--- config.mk ---
export PLATFORM = sky130hd
export DESIGN_NAME = memory_access_controller
export DESIGN_NICKNAME = d
export VERILOG_FILES = /design/src/rtl/memory_access_pkg.sv /design/src/rtl/mac_rsp_pipeline.sv /design/src/rtl/memory_access_controller.sv
export SDC_FILE = /design/constraint.sdc
export NUM_CORES = 1
export LEC_CHECK = 0
export BUFFER_PORTS_ARGS = -buffer_cell sky130_fd_sc_hd__buf_2
export CORE_AREA = 2 2 110 134
export CTS_CLUSTER_DIAMETER = 100
export CTS_CLUSTER_SIZE = 14
export DETAILED_ROUTE_END_ITERATION = 12
export DIE_AREA = 0 0 112 136
export PLACE_DENSITY = 0.54
export SYNTH_ARGS = -nofsm -noshare
export SYNTH_HDL_FRONTEND = slang
export SYNTH_SLANG_ARGS = --single-unit
--- constraint.sdc ---
create_clock -name clk -period 4.83 [get_ports clk]
set_input_delay 1.2075 -clock clk [delete_from_list [all_inputs] [get_ports clk]]
set_output_delay 1.2075 -clock clk [all_outputs]
set_load 0.02 [all_outputs]
--- src/rtl/memory_access_pkg.sv ---
// Shared types and helpers for memory_access_controller.
//   refresh_state_t     : DRAM refresh FSM encoding
//   REFRESH_COUNT_WIDTH : width of the completed-refresh counter
//   rom_init_word()     : ROM power-up contents, word i = i*3 truncated to width
package memory_access_pkg;

    typedef enum logic {NORMAL, REFRESH} refresh_state_t;

    localparam int REFRESH_COUNT_WIDTH = 16;

    function automatic logic [63:0] rom_init_word(input int i, input int width);
        logic [63:0] w;
        w = 64'(i * 3);
        if (width < 64) begin
            w = w & ((64'd1 << width) - 64'd1);
        end
        return w;
    endfunction

endpackage

--- src/rtl/mac_rsp_pipeline.sv ---
// Fixed-latency response pipeline: a LATENCY-deep shift register of
// {valid, data, err}. Synchronous active-high reset flushes every stage.
// Ports:
//   clk, reset            : clock / synchronous active-high reset
//   in_valid_i/data/err   : response launched on the accept edge
//   out_valid_o/data/err  : response LATENCY cycles later
module mac_rsp_pipeline #(
    parameter int LATENCY    = 1,
    parameter int DATA_WIDTH = 8
) (
    input  logic                  clk,
    input  logic                  reset,
    input  logic                  in_valid_i,
    input  logic [DATA_WIDTH-1:0] in_data_i,
    input  logic                  in_err_i,
    output logic                  out_valid_o,
    output logic [DATA_WIDTH-1:0] out_data_o,
    output logic                  out_err_o
);

    logic                  valid_q [LATENCY];
    logic [DATA_WIDTH-1:0] data_q  [LATENCY];
    logic                  err_q   [LATENCY];

    always_ff @(posedge clk) begin
        if (reset) begin
            for (int i = 0; i < LATENCY; i++) begin
                valid_q[i] <= 1'b0;
                data_q[i]  <= '0;
                err_q[i]   <= 1'b0;
            end
        end else begin
            valid_q[0] <= in_valid_i;
            data_q[0]  <= in_data_i;
            err_q[0]   <= in_err_i;
            for (int i = 1; i < LATENCY; i++) begin
                valid_q[i] <= valid_q[i-1];
                data_q[i]  <= data_q[i-1];
                err_q[i]   <= err_q[i-1];
            end
        end
    end

    assign out_valid_o = valid_q[LATENCY-1];
    assign out_data_o  = data_q[LATENCY-1];
    assign out_err_o   = err_q[LATENCY-1];

endmodule

--- src/rtl/memory_access_controller.sv ---
// Typed memory (SRAM / DRAM / ROM) behind a valid/ready request port with a
// fixed READ_LATENCY response pipeline. DRAM adds a refresh FSM that stalls
// requests. Optional macro MEMCTL_PARITY_EN adds a stored even-parity bit
// per word (parity_inject flips it on the accepted write).
// Ports:
//   clk, reset                 : clock / synchronous active-high reset
//   req_valid/ready/write/addr/wdata : request handshake
//   rsp_valid/data/err         : one-cycle response pulse
//   refresh_active, refresh_count : DRAM refresh status
//   parity_inject              : corrupt parity of the accepted write
//
// DRAM refresh FSM
//   state   | meaning
//   NORMAL  | accepting requests, interval counter running
//   REFRESH | req_ready low for REFRESH_CYCLES cycles
module memory_access_controller
    import memory_access_pkg::*;
#(
    parameter string MEMORY_TYPE      = "SRAM",
    parameter int    DATA_WIDTH       = 8,
    parameter int    ADDR_WIDTH       = 4,
    parameter int    READ_LATENCY     = 1,
    parameter int    REFRESH_INTERVAL = 32,
    parameter int    REFRESH_CYCLES   = 4
) (
    input  logic                           clk,
    input  logic                           reset,
    input  logic                           req_valid,
    output logic                           req_ready,
    input  logic                           req_write,
    input  logic [ADDR_WIDTH-1:0]          req_addr,
    input  logic [DATA_WIDTH-1:0]          req_wdata,
    output logic                           rsp_valid,
    output logic [DATA_WIDTH-1:0]          rsp_data,
    output logic                           rsp_err,
    output logic                           refresh_active,
    output logic [REFRESH_COUNT_WIDTH-1:0] refresh_count,
    input  logic                           parity_inject
);

    localparam int DEPTH   = 2 ** ADDR_WIDTH;
    localparam bit IS_SRAM = (MEMORY_TYPE == "SRAM");
    localparam bit IS_DRAM = (MEMORY_TYPE == "DRAM");
    localparam bit IS_ROM  = (MEMORY_TYPE == "ROM");

    if (!(IS_SRAM || IS_DRAM || IS_ROM)) begin : g_bad_type
        $fatal(1, "memory_access_controller: MEMORY_TYPE must be SRAM, DRAM or ROM");
    end
    if (DATA_WIDTH < 1 || DATA_WIDTH > 64 || READ_LATENCY < 1 || READ_LATENCY > 4) begin : g_bad_size
        $fatal(1, "memory_access_controller: DATA_WIDTH or READ_LATENCY out of range");
    end

    logic                  in_refresh;
    logic                  accept;
    logic [DATA_WIDTH-1:0] rd_word;
    logic                  rd_par_err;
    logic                  unused_sink;

    // In ROM builds wdata is dead, and without parity the inject pin is dead.
    assign unused_sink = ^{req_wdata, parity_inject};

    // Ready is combinational on reset so it rises in the first cycle after release.
    assign req_ready = !reset && !in_refresh;
    assign accept    = req_valid && req_ready;

    if (IS_ROM) begin : g_rom
        assign rd_word    = DATA_WIDTH'(rom_init_word(int'(req_addr), DATA_WIDTH));
        // ROM parity comes from the same init word, so it can never disagree.
        assign rd_par_err = 1'b0;
    end else begin : g_ram
        logic [DATA_WIDTH-1:0] mem_q [DEPTH];
`ifdef MEMCTL_PARITY_EN
        logic par_q [DEPTH];
`endif
        // Storage is deliberately not reset: contents survive reset.
        always_ff @(posedge clk) begin
            if (accept && req_write) begin
                mem_q[req_addr] <= req_wdata;
`ifdef MEMCTL_PARITY_EN
                par_q[req_addr] <= (^req_wdata) ^ parity_inject;
`endif
            end
        end
        assign rd_word = mem_q[req_addr];
`ifdef MEMCTL_PARITY_EN
        assign rd_par_err = (^rd_word) != par_q[req_addr];
`else
        assign rd_par_err = 1'b0;
`endif
    end

    if (IS_DRAM) begin : g_dram
        localparam int CNT_MAX = (REFRESH_INTERVAL > REFRESH_CYCLES) ? REFRESH_INTERVAL
                                                                     : REFRESH_CYCLES;
        localparam int CNT_W   = $clog2(CNT_MAX);

        refresh_state_t                   state_q, state_d;
        logic [CNT_W-1:0]                 cnt_q, cnt_d;
        logic [REFRESH_COUNT_WIDTH-1:0]   rcount_q, rcount_d;

        always_ff @(posedge clk) begin
            if (reset) begin
                state_q  <= NORMAL;
                cnt_q    <= '0;
                rcount_q <= '0;
            end else begin
                state_q  <= state_d;
                cnt_q    <= cnt_d;
                rcount_q <= rcount_d;
            end
        end

        // One counter serves both states: interval length in NORMAL,
        // refresh duration in REFRESH.
        always_comb begin
            state_d  = state_q;
            cnt_d    = cnt_q + CNT_W'(1);
            rcount_d = rcount_q;
            case (state_q)
                NORMAL: begin
                    if (cnt_q == CNT_W'(REFRESH_INTERVAL - 1)) begin
                        state_d = REFRESH;
                        cnt_d   = '0;
                    end
                end
                REFRESH: begin
                    if (cnt_q == CNT_W'(REFRESH_CYCLES - 1)) begin
                        state_d  = NORMAL;
                        cnt_d    = '0;
                        rcount_d = rcount_q + REFRESH_COUNT_WIDTH'(1);
                    end
                end
                default: begin
                    state_d = NORMAL;
                    cnt_d   = '0;
                end
            endcase
        end

        assign in_refresh    = (state_q == REFRESH);
        assign refresh_count = rcount_q;
    end else begin : g_no_refresh
        assign in_refresh    = 1'b0;
        assign refresh_count = '0;
    end

    assign refresh_active = in_refresh;

    logic [DATA_WIDTH-1:0] pipe_data;
    logic                  pipe_err;

    // Writes respond with zero data; only ROM writes and bad parity flag errors.
    assign pipe_data = (accept && !req_write) ? rd_word : '0;
    assign pipe_err  = accept && (req_write ? IS_ROM : rd_par_err);

    mac_rsp_pipeline #(
        .LATENCY    (READ_LATENCY),
        .DATA_WIDTH (DATA_WIDTH)
    ) u_rsp_pipeline (
        .clk         (clk),
        .reset       (reset),
        .in_valid_i  (accept),
        .in_data_i   (pipe_data),
        .in_err_i    (pipe_err),
        .out_valid_o (rsp_valid),
        .out_data_o  (rsp_data),
        .out_err_o   (rsp_err)
    );

endmodule

==> flow_summary.yaml <==
detailed_routing:
  drt-initial-drc-count: 121
  wl_per_cell_um: 21.3
  dr.pass1.iters: 4
  drcViolationCount: 0
  viasPerCell: 5.25
  final_antenna_net_count: 0
  vias: 2584
  wirelength_um: 10500
power_and_ir_drop:
  max-vdd-ir-drop_mv: 0.190
  power_mw: 2.61
  power_leakage_nw: 2.04
  power_density_nw_per_um2: 422
clocking:
  clockBufferDepth: 2
  h-tree-depth: 4
  cts_sinks: 137
  cts_root_buffer: "clkbuf_16"
  cts_resized: 0
  clkLatencyLatePin_ns: 0.40
  cts_buffers: 17
  cts_tree: "done"
  cts.clk_slew.worst_paths_ns: 0.05
  hold_buffers: 0
  postCtsSetupBuffers: 0
finish:
  final_core_util_pct: 44.0
  drive_above_1_share_pct: 24.6
  final_common_cell: "edfxtp_1"
  nFillCells: 1220
  final_nets: 322
  final_cell_mix: "edfxtp_1 (128), buf_2 (25), nand3_1 (24), mux4_2 (21), conb_1 (18)"
  antenna_cells: 0
  area_growth_syn_to_layout_pct: 13.3
setup_path:
  crit_required_ns: 4.85
  criticalPathCategory: "in -> reg"
  slowest_delay_ns: 0.75
  worst_r2r_path_depth: 3
  reg2reg_to: "u_rsp_pipeline.data_q[0][0]"
  end_kind: "flip-flop"
  cp_max_fo: 36
  crit_arrival_ns: 2.94
  r2r_slack_ns: 3.48
  path_cells: "buf_2, nand4b_1, nor2_1"
  start_kind: "input pin"
  r2r_start: "g_ram.mem_q[2][0]"
  crit_slowest_cell: "nor2_1"
global_route:
  grt_pass1_wl_um: 15600
  grt_overflow: 0
  track_usage_pct: 14.5
  grt_max_degree: 37
  grt_antenna_before_repair: 0
  grt_pass1_vias: 2603
placement:
  dp_hpwl_um: 6760
  gp_congestion: 0.783
  io_buffers: 25
outcome:
  status: "finished, final reports clean"
min_path:
  hold_end: "u_rsp_pipeline.data_q[0][4]"
  hold_depth: 3
  min-delay-start: "g_ram.mem_q[9][4]"
  min_path_type: "reg -> reg"
sta:
  finalSetupViolCount: 0
  max_slew.worst_pin.slew_ns: 0.988
  relSlewSlack_pct: 33.8
  fmax_mhz: 343
  hold_viol_final: 0
  maxSlewViolCount: 0
  hold_ws_ns: 0.702
  fin_setup_tns_ns: 0
  clock-skew-final_ns: 0.00924
  rsz0062_at_grt: "false"
  min_period_over_period_pct: 60.4
  layout_min_cycle_time_ns: 2.92
synth:
  syn_inst: 273
  yosys_warnings: 0
  synth_edf_count: 128
  synth-main-ff-cell: "edfxtp_1"
  avgSynthCellArea_um2: 20.0
  synth-seq-area-share_pct: 73.7
  syn-cell-area_um2: 5460
  async_flop_share_pct: 0
  netlist-cell-type-count: 25
  ys_seq_elements: 137
flow_run:
  drv_cap: 0
floorplan:
  rows: 48
  fp.coreArea_um2: 14100
  die_h_um: 136
  top_level_ports: 45
  die_x_um: 112
  start_util_pct: 38.9
  die-area_um2: 15200
==> registers in the layout, summed over array words and instances (netlist names) <==
register,flops
g_ram.mem_q,128
u_rsp_pipeline.data_q,8
u_rsp_pipeline.valid_q,1
==> power breakdown <==
part	leakage (nW)	internal [mW]	switching, mW
registers	1.22	1.31	0.00197
clock network	0.255	0.748	0.441
logic	0.559	0.0375	0.0771
==> cells in the mapped netlist (2+ instances only) <==
cell type    n  share of area [%]
edfxtp_1   128                 70
nand3_1     24                2.2
mux4_2      21                8.7
buf_4       19                2.6
nor2_1      12               0.82
mux4_1      11                5.3
dfxtp_1      9                3.3
nand4_1      9                1.0
nand3b_1     8                1.1
buf_2        6               0.55
nor3_1       4               0.37
buf_6        3               0.62
buf_1        2               0.14
buf_12       2               0.73
clkbuf_1     2               0.14
nand2b_1     2               0.23
nand4b_1     2               0.32
nor2b_1      2               0.23
==> cell families after synthesis <==
group,share of synthesized area (%)
mux,14.0
simple gates,7.45
flops,73.7
other cells,0.0687
buf+inv,4.86
==> cell type report <==
cell class | instances | area (µm²) | share of cell area [%]
Sequential cell | 137 | 4020 | 65.0
Clock inverter | 10 | 104 | 1.68
Inverter | 1 | 3.75 | 0.0606
Tap cell | 175 | 219 | 3.54
Timing Repair Buffer | 30 | 163 | 2.63
Clock buffer | 21 | 440 | 7.12
Multi-Input combinational cell | 118 | 1240 | 20.0
==> metal layers <==
metal	GRT usage [%]	part of all wire, %
met2	23.8	51
met3	3.30	5.5
met1	18.3	42
met4	6.78	1.8
met5	0	0
==> worst max-delay path, delay by kind of cell <==
family	cells	cell delay, ns
buffers and inverters	1	0.62
and+or+nand+nor	2	1.11
==> metrics by stage <==
step                      setup slack (ns)  instance area [µm²]  cells
final                                 1.91                 6190    492
after global routing                  1.77                 6190    492
after CTS                             1.88                 6190    492
after detailed placement              1.45                 5650    461
after global placement                1.50                 5650    461
after floorplan                       1.95                 5530    290
==> worst max path at each step <==
stage          slack, ns                  to   startpoint
4_1_cts             1.88  g_ram.mem_q[13][2]  req_addr[0]
5_1_grt             1.77  g_ram.mem_q[13][2]  req_addr[0]
2_1_floorplan       1.95   g_ram.mem_q[1][0]  req_addr[1]
3_3_place_gp        1.50  g_ram.mem_q[11][7]  req_addr[0]
6_report            1.91  g_ram.mem_q[13][2]  req_addr[0]
3_5_place_dp        1.45  g_ram.mem_q[13][4]  req_addr[0]
No activity file was read; power rests on OpenSTA's default activity.
